### src/rtl/hd44780_responder_if.sv
// 8-bit HD44780 LCD bus as seen between an initiator (master) and the
// responder (slave).
interface hd44780_responder_if;
   logic       lcd_en;
   logic       lcd_regsel;
   logic       lcd_r1w0;
   logic [7:0] lcd_data_in;
   logic [7:0] lcd_data_out;
   logic       lcd_data_oe;

   modport master (
      output lcd_en, lcd_regsel, lcd_r1w0, lcd_data_in,
      input  lcd_data_out, lcd_data_oe
   );

   modport slave (
      input  lcd_en, lcd_regsel, lcd_r1w0, lcd_data_in,
      output lcd_data_out, lcd_data_oe
   );
endinterface

### src/rtl/hd44780_responder.sv
// HD44780-compatible LCD controller model: synchronized bus decode, 2x40 DDRAM,
// address counter with line wrap, busy timing and busy-flag/data reads.
module hd44780_responder #(
   parameter int unsigned BUSY_CYCLES  = 1850,
   parameter int unsigned CLEAR_CYCLES = 76000,
   parameter int unsigned INIT_CYCLES  = 750000
) (
   input  logic               clk,
   input  logic               reset,
   hd44780_responder_if.slave lcd,
   output logic               busy,
   output logic               disp_on,
   output logic               cursor_on,
   output logic               blink_on,
   output logic               protocol_err,
   input  logic [6:0]         dbg_addr,
   output logic [7:0]         dbg_char
);

   localparam int unsigned MaxAB     = (BUSY_CYCLES > CLEAR_CYCLES) ? BUSY_CYCLES : CLEAR_CYCLES;
   localparam int unsigned MaxCycles = (MaxAB > INIT_CYCLES) ? MaxAB : INIT_CYCLES;
   localparam int unsigned CntW      = $clog2(MaxCycles + 1);
   localparam int unsigned Cells     = 80;

   typedef enum logic [0:0] {StRun, StFill} state_e;

   function automatic logic [6:0] ac_step(input logic [6:0] ac, input logic up);
      if (up) begin
         case (ac)
            7'h27:   return 7'h40;
            7'h67:   return 7'h00;
            default: return ac + 7'd1;
         endcase
      end else begin
         case (ac)
            7'h40:   return 7'h27;
            7'h00:   return 7'h67;
            default: return ac - 7'd1;
         endcase
      end
   endfunction

   function automatic logic [6:0] cell_idx(input logic [6:0] a);
      return a[6] ? (7'd40 + {1'b0, a[5:0]}) : {1'b0, a[5:0]};
   endfunction

   function automatic logic addr_ok(input logic [6:0] a);
      return a[5:0] <= 6'd39;
   endfunction

   // Bus packed as {en, regsel, r1w0, data}; prev_q holds the cycle before sync2_q.
   logic [10:0]     sync1_q, sync2_q, prev_q;
   state_e          state_q, state_d;
   logic [6:0]      fill_q, fill_d;
   logic            clr_q, clr_d;
   logic [6:0]      ac_q, ac_d;
   logic            id_q, id_d;
   logic            disp_q, disp_d, cur_q, cur_d, blink_q, blink_d;
   logic            err_q, err_d;
   logic [CntW-1:0] cnt_q, cnt_d;
   logic [7:0]      out_q, out_d;
   logic            oe_q, oe_d;
   logic [7:0]      dbg_q, dbg_d;
   logic [7:0]      mem [Cells];
   logic            mem_we;
   logic [6:0]      mem_idx;
   logic [7:0]      mem_wdata;

   logic       en_s, sel_s, rw_s, en_p, sel_p, rw_p, xfer;
   logic [7:0] data_p;

   assign en_s   = sync2_q[10];
   assign sel_s  = sync2_q[9];
   assign rw_s   = sync2_q[8];
   assign en_p   = prev_q[10];
   assign sel_p  = prev_q[9];
   assign rw_p   = prev_q[8];
   assign data_p = prev_q[7:0];
   assign xfer   = en_p & ~en_s;

   assign busy         = (cnt_q != '0);
   assign disp_on      = disp_q;
   assign cursor_on    = cur_q;
   assign blink_on     = blink_q;
   assign protocol_err = err_q;
   assign dbg_char     = dbg_q;
   assign lcd.lcd_data_out = out_q;
   assign lcd.lcd_data_oe  = oe_q;

   always_comb begin
      state_d   = state_q;
      fill_d    = fill_q;
      clr_d     = clr_q;
      ac_d      = ac_q;
      id_d      = id_q;
      disp_d    = disp_q;
      cur_d     = cur_q;
      blink_d   = blink_q;
      err_d     = err_q;
      cnt_d     = busy ? cnt_q - CntW'(1) : cnt_q;
      mem_we    = 1'b0;
      mem_idx   = fill_q;
      mem_wdata = 8'h20;

      oe_d  = en_s & rw_s;
      out_d = !oe_d ? 8'h00 : (sel_s ? mem[cell_idx(ac_q)] : {busy, ac_q});
      dbg_d = addr_ok(dbg_addr) ? mem[cell_idx(dbg_addr)] : 8'h00;

      if (xfer) begin
         if (rw_p) begin
            if (sel_p) ac_d = ac_step(ac_q, id_q);
         end else if (busy) begin
            err_d = 1'b1;
         end else begin
            cnt_d = (!sel_p && data_p inside {8'h01, 8'h02, 8'h03}) ?
                    CntW'(CLEAR_CYCLES) : CntW'(BUSY_CYCLES);
            if (sel_p) begin
               mem_we    = 1'b1;
               mem_idx   = cell_idx(ac_q);
               mem_wdata = data_p;
               ac_d      = ac_step(ac_q, id_q);
            end else if (data_p[7]) begin
               if (addr_ok(data_p[6:0])) ac_d = data_p[6:0];
               else err_d = 1'b1;
            end else if (data_p[6]) begin
               // CGRAM address: accepted, nothing modelled
            end else if (data_p[5]) begin
               if (!data_p[4]) err_d = 1'b1;
            end else if (data_p[4]) begin
               if (!data_p[3]) ac_d = ac_step(ac_q, data_p[2]);
            end else if (data_p[3]) begin
               disp_d  = data_p[2];
               cur_d   = data_p[1];
               blink_d = data_p[0];
            end else if (data_p[2]) begin
               id_d = data_p[1];
               if (data_p[0]) err_d = 1'b1;
            end else if (data_p[1]) begin
               ac_d = 7'h00;
            end else if (data_p[0]) begin
               state_d = StFill;
               fill_d  = 7'd0;
               clr_d   = 1'b1;
            end
         end
      end

      // Fill runs only while busy, so it never collides with a data write.
      unique case (state_q)
         StFill: begin
            mem_we    = 1'b1;
            mem_idx   = fill_q;
            mem_wdata = 8'h20;
            if (fill_q == 7'(Cells - 1)) begin
               state_d = StRun;
               fill_d  = 7'd0;
               if (clr_q) begin
                  ac_d  = 7'h00;
                  id_d  = 1'b1;
                  clr_d = 1'b0;
               end
            end else begin
               fill_d = fill_q + 7'd1;
            end
         end
         StRun: ;
      endcase
   end

   always_ff @(posedge clk or posedge reset) begin
      if (reset) begin
         sync1_q <= '0;
         sync2_q <= '0;
         prev_q  <= '0;
         state_q <= StFill;
         fill_q  <= 7'd0;
         clr_q   <= 1'b0;
         ac_q    <= 7'h00;
         id_q    <= 1'b1;
         disp_q  <= 1'b0;
         cur_q   <= 1'b0;
         blink_q <= 1'b0;
         err_q   <= 1'b0;
         cnt_q   <= CntW'(INIT_CYCLES);
         out_q   <= 8'h00;
         oe_q    <= 1'b0;
         dbg_q   <= 8'h00;
      end else begin
         sync1_q <= {lcd.lcd_en, lcd.lcd_regsel, lcd.lcd_r1w0, lcd.lcd_data_in};
         sync2_q <= sync1_q;
         prev_q  <= sync2_q;
         state_q <= state_d;
         fill_q  <= fill_d;
         clr_q   <= clr_d;
         ac_q    <= ac_d;
         id_q    <= id_d;
         disp_q  <= disp_d;
         cur_q   <= cur_d;
         blink_q <= blink_d;
         err_q   <= err_d;
         cnt_q   <= cnt_d;
         out_q   <= out_d;
         oe_q    <= oe_d;
         dbg_q   <= dbg_d;
      end
   end

   always_ff @(posedge clk) begin
      if (mem_we) mem[mem_idx] <= mem_wdata;
   end

endmodule

### src/flat_wrapper.sv
// flat-port wrapper written by rule: the top's interface ports become plain ports
module hd44780_responder_flat 
#(
   parameter int unsigned BUSY_CYCLES  = 1850,
   parameter int unsigned CLEAR_CYCLES = 76000,
   parameter int unsigned INIT_CYCLES  = 750000
)
  (clk, reset, busy, disp_on, cursor_on, blink_on, protocol_err, dbg_addr, dbg_char, lcd_lcd_en, lcd_lcd_regsel, lcd_lcd_r1w0, lcd_lcd_data_in, lcd_lcd_data_out, lcd_lcd_data_oe);
  hd44780_responder_if lcd_i ();
  input  logic clk;
  input  logic reset;
  output logic busy;
  output logic disp_on;
  output logic cursor_on;
  output logic blink_on;
  output logic protocol_err;
  input  logic [6:0] dbg_addr;
  output logic [7:0] dbg_char;
  input wire logic [$bits(lcd_i.lcd_en)-1:0] lcd_lcd_en;
  input wire logic [$bits(lcd_i.lcd_regsel)-1:0] lcd_lcd_regsel;
  input wire logic [$bits(lcd_i.lcd_r1w0)-1:0] lcd_lcd_r1w0;
  input wire logic [$bits(lcd_i.lcd_data_in)-1:0] lcd_lcd_data_in;
  output wire logic [$bits(lcd_i.lcd_data_out)-1:0] lcd_lcd_data_out;
  output wire logic [$bits(lcd_i.lcd_data_oe)-1:0] lcd_lcd_data_oe;
  assign lcd_i.lcd_en = lcd_lcd_en;
  assign lcd_i.lcd_regsel = lcd_lcd_regsel;
  assign lcd_i.lcd_r1w0 = lcd_lcd_r1w0;
  assign lcd_i.lcd_data_in = lcd_lcd_data_in;
  assign lcd_lcd_data_out = lcd_i.lcd_data_out;
  assign lcd_lcd_data_oe = lcd_i.lcd_data_oe;
  hd44780_responder #(.BUSY_CYCLES(BUSY_CYCLES), .CLEAR_CYCLES(CLEAR_CYCLES), .INIT_CYCLES(INIT_CYCLES)) u_core (.clk(clk), .reset(reset), .lcd(lcd_i), .busy(busy), .disp_on(disp_on), .cursor_on(cursor_on), .blink_on(blink_on), .protocol_err(protocol_err), .dbg_addr(dbg_addr), .dbg_char(dbg_char));
endmodule
### config.mk
export PLATFORM = sky130hd
export DESIGN_NAME = hd44780_responder_flat
export DESIGN_NICKNAME = d
export VERILOG_FILES = /design/src/rtl/hd44780_responder_if.sv /design/src/rtl/hd44780_responder.sv /design/src/flat_wrapper.sv
export SDC_FILE = /design/constraint.sdc
export NUM_CORES = 1
export LEC_CHECK = 0
export ABC_CLOCK_PERIOD_IN_PS = 6480
export CAP_MARGIN = 20
export CORE_ASPECT_RATIO = 1.75
export CORE_MARGIN = 2
export CORE_UTILIZATION = 55
export CTS_BUF_LIST = sky130_fd_sc_hd__clkbuf_16
export DETAILED_ROUTE_END_ITERATION = 8
export GPL_ROUTABILITY_DRIVEN = 0
export PLACE_DENSITY = 0.77
export RECOVER_POWER = 100
export SLEW_MARGIN = 30
export SYNTH_ARGS = -nofsm -noshare
export SYNTH_HDL_FRONTEND = slang
export SYNTH_SLANG_ARGS = --single-unit
### constraint.sdc
create_clock -name clk -period 6.48 [get_ports clk]
set_input_delay 0.648 -clock clk [delete_from_list [all_inputs] [get_ports clk]]
set_output_delay 0.648 -clock clk [all_outputs]
set_load 0.02 [all_outputs]
==> flow_summary.ini <==
[job]
cap_violations = 10

[cts]
clkLatencyLatePin_ns = 0.66
cts_inserted_buffers = 67
root_buffer = clkbuf_16
post_cts_buffers = 0
ctsResizeCount = 0
clkTransAtPathRegs_ns = 0.07
cts_hold_buf = 0
numClockSinks = 731
cts_tree = done
clk_path_buf_depth = 3
htreeDepth = 3

[route]
avgRoutedWirePerCell_um = 36.0
drc = 0
ant_nets = 0
wl_mm = 106
firstDrtPassIters = 8
viasPerCell = 7.44
num_vias = 21900
drtIter0Drc = 3340

[final_layout]
area_growth_pct = 9.62
design_area_um2 = 38600
n_fill_cell = 4386
multiInputGateArea_um2 = 13000
regArea_um2 = 21500
layout.nets = 2111
fin_util_pct = 61.0
drive_gt1_share_pct = 25.0

[worst_hold_path]
hold_path.class = register to register
hold_start = u_core.sync2_q[2]$_DFF_PP0_
min_path_cells = 0

[worst_setup_path]
cp.depth = 7
end_kind = register
rrSetupSlack_ns = 1.22
crit_family = simple AND/OR/NAND/NOR gates
crit_start = u_core.cnt_q[0]$_DFF_PP0_
worstSetupPathType = register to register
slowest_delay_ns = 1.67
required_ns = 6.86
start_kind = register
path_buf_inv = 2
path_max_fanout = 41
arrival_ns = 5.64
path_cells = inv_1 > ha_1 > or3b_2 > nor4_1 > and4_1 > and3_1 > buf_4
crit_slowest_cell = and3_1
r2r_cells = 7
r2r-start = u_core.cnt_q[0]$_DFF_PP0_

[synth]
yosysTopAreaCell = edfxtp_1
yosysWarningCount = 0
synth_seq_area_share_pct = 61.0
synth_cells = 2071
synthTopCellsByCount = edfxtp_1, mux4_2, nor2_1
synthArstFlopShare_pct = 12.4
syn_area_um2 = 35200
ys_top_cells_by_area = edfxtp_1, mux4_2, dfrtp_1, mux2i_1, nor2_1
ys.flop_type = edfxtp_1
yosys.area.top_type_share_pct = 54.5
yosysMostFrequentCell = edfxtp_1
avgSynthCellArea_um2 = 17.0
synth_edf_count = 640
synth_seq_cells = 731
synth_nets = 2101
yosysUniqueCellTypes = 79

[sta]
finalSetupViolations = 0
rsz0062_at_grt = false
finalCriticalPeriod_ns = 5.26
layout_setup_ws_ns = 1.22
max_freq_ghz = 0.190
finalSetupTns_ns = 0
final_max_slew_viol_count = 395
final_hold_viol_count = 0
clock_skew_ns = 0.0333
max_slew_margin_pct = -59.0
tightest_slew_ns = 2.38
period_share_pct = 81.2

[placement]
dpl-instance-area_um2 = 36500
io_buffers = 41
post-place-ws_ns = 2.13
place_hpwl_mm = 71.0

[die]
die_height_um = 339
core_um2 = 63300
num_rows = 122
io_pins = 42
start_util_pct = 55.6
die_x_um = 195
die_area_um2 = 66200

[grt]
antenna_found_initial = 5
grt_pass1_wl_mm = 153
grt.overflow.total = 0
grt_pass1_vias = 22114
grt_max_degree = 101
grt.total_usage_pct = 32.7

[power_and_ir_drop]
internal_power_mw = 7.75
switching_share_pct = 26.5
peakVddDrop_v = 0.000268
p_per_area_nw_per_um2 = 273
p_leak_nw = 11.6
p_switching_mw = 2.80
p_comb_share_pct = 12.4
p_clk_share_pct = 37.3
seqPwrFrac_pct = 50.3

[run_status]
violations = capacitance limit, slew limit
status = finished with violations
==> stage by stage <==
stage / power, mW / instances / hold slack (ns)
after CTS: 10.6 / 2938 / 0.274
final: 10.5 / 2944 / 0.356
after global routing: 10.8 / 2942 / 0.365
after detailed placement: 6.67 / 2814 / 0.335
after floorplan: 6.27 / 2071 / 0.331
after global placement: 6.64 / 2811 / 0.337
==> per-layer routing <==
metal | vias to the layer above | part of all wire, % | GRT usage, %
met1 | 11022 | 30 | 36.5
met5 | - | 0.053 | 0
met3 | 504 | 10 | 7.37
li1 | 8626 | - | -
met2 | 1740 | 49 | 52.9
met4 | 8 | 11 | 28.5
==> placed cells by master (no fill, tap or decap), types with 8 or more instances in the layout <==
cell type	synthesis	routed
nand2_1	82	82
mux2i_1	105	111
nor2_1	132	132
dlygate4sd3_1	0	35
ha_1	10	10
o211ai_1	13	13
and3_1	24	24
a211oi_1	13	13
edfxtp_1	640	640
nor2b_1	17	17
a21oi_1	45	44
dfstp_2	12	12
clkbuf_16	0	67
nand4_1	8	8
a41oi_1	9	9
a32oi_1	12	12
o21ai_0	28	28
nand2b_1	14	13
buf_4	4	35
xnor2_1	12	12
mux4_2	328	328
a22oi_1	16	16
clkinv_1	1	13
o22ai_1	9	9
a311oi_1	12	12
nor3_1	50	51
nor4_1	25	26
nand3_1	38	38
nor3b_1	35	35
mux2_2	20	20
dfrtp_1	79	76
inv_1	16	23
a31oi_1	10	10
==> worst paths after layout <==
kind,endpoint
min in group asynchronous,u_core.sync1_q[6]$_DFF_PP0_
worst min-delay path,u_core.prev_q[2]$_DFF_PP0_
worst max register to register,u_core.mem[43][6]$_DFFE_PP_
worst min register to register,u_core.prev_q[2]$_DFF_PP0_
max in group asynchronous,u_core.ac_q[0]$_DFF_PP0_
worst max-delay path,u_core.mem[43][6]$_DFFE_PP_
==> cell type report <==
class	instances	area share, %
Sequential cell	731	55.7
Multi-Input combinational cell	1175	33.7
Clock buffer	67	4.34
Tap cell	806	2.61
Timing Repair Buffer	88	2.22
Clock inverter	57	1.27
Inverter	18	0.178
Antenna cell	2	0.0130
==> power groups by stage <==
stage	registers (mW)	clock network, mW	logic, mW
floorplan	5.33	0	0.940
global placement	5.39	0	1.25
detailed placement	5.40	0	1.27
CTS	5.30	3.98	1.28
global route	5.31	4.14	1.37
finish	5.30	3.94	1.31
==> flip-flops by register name, summed over array words and instances, names as in the netlist <==
name,cells
u_core.ac_q,7
u_core.blink_on,1
u_core.clr_q,1
u_core.cnt_q,20
u_core.cursor_on,1
u_core.dbg_char,8
u_core.disp_on,1
u_core.fill_q,7
u_core.id_q,1
u_core.lcd.lcd_data_oe,1
u_core.lcd.lcd_data_out,8
u_core.mem,640
u_core.prev_q,11
u_core.protocol_err,1
u_core.state_q,1
u_core.sync1_q,11
u_core.sync2_q,11
==> kinds of logic after synthesis <==
kind of cell | after synthesis | share of synthesized area, %
adder cells (fa/ha/maj) | 10 | 0.355
flip-flops | 731 | 61.0
AND/OR/NAND/NOR | 463 | 6.78
XOR/XNOR | 19 | 0.472
AO/OA/AOI/OAI | 220 | 4.37
buffers and inverters | 165 | 2.01
multiplexers | 463 | 25.0
(Power assumes the default switching activity.)
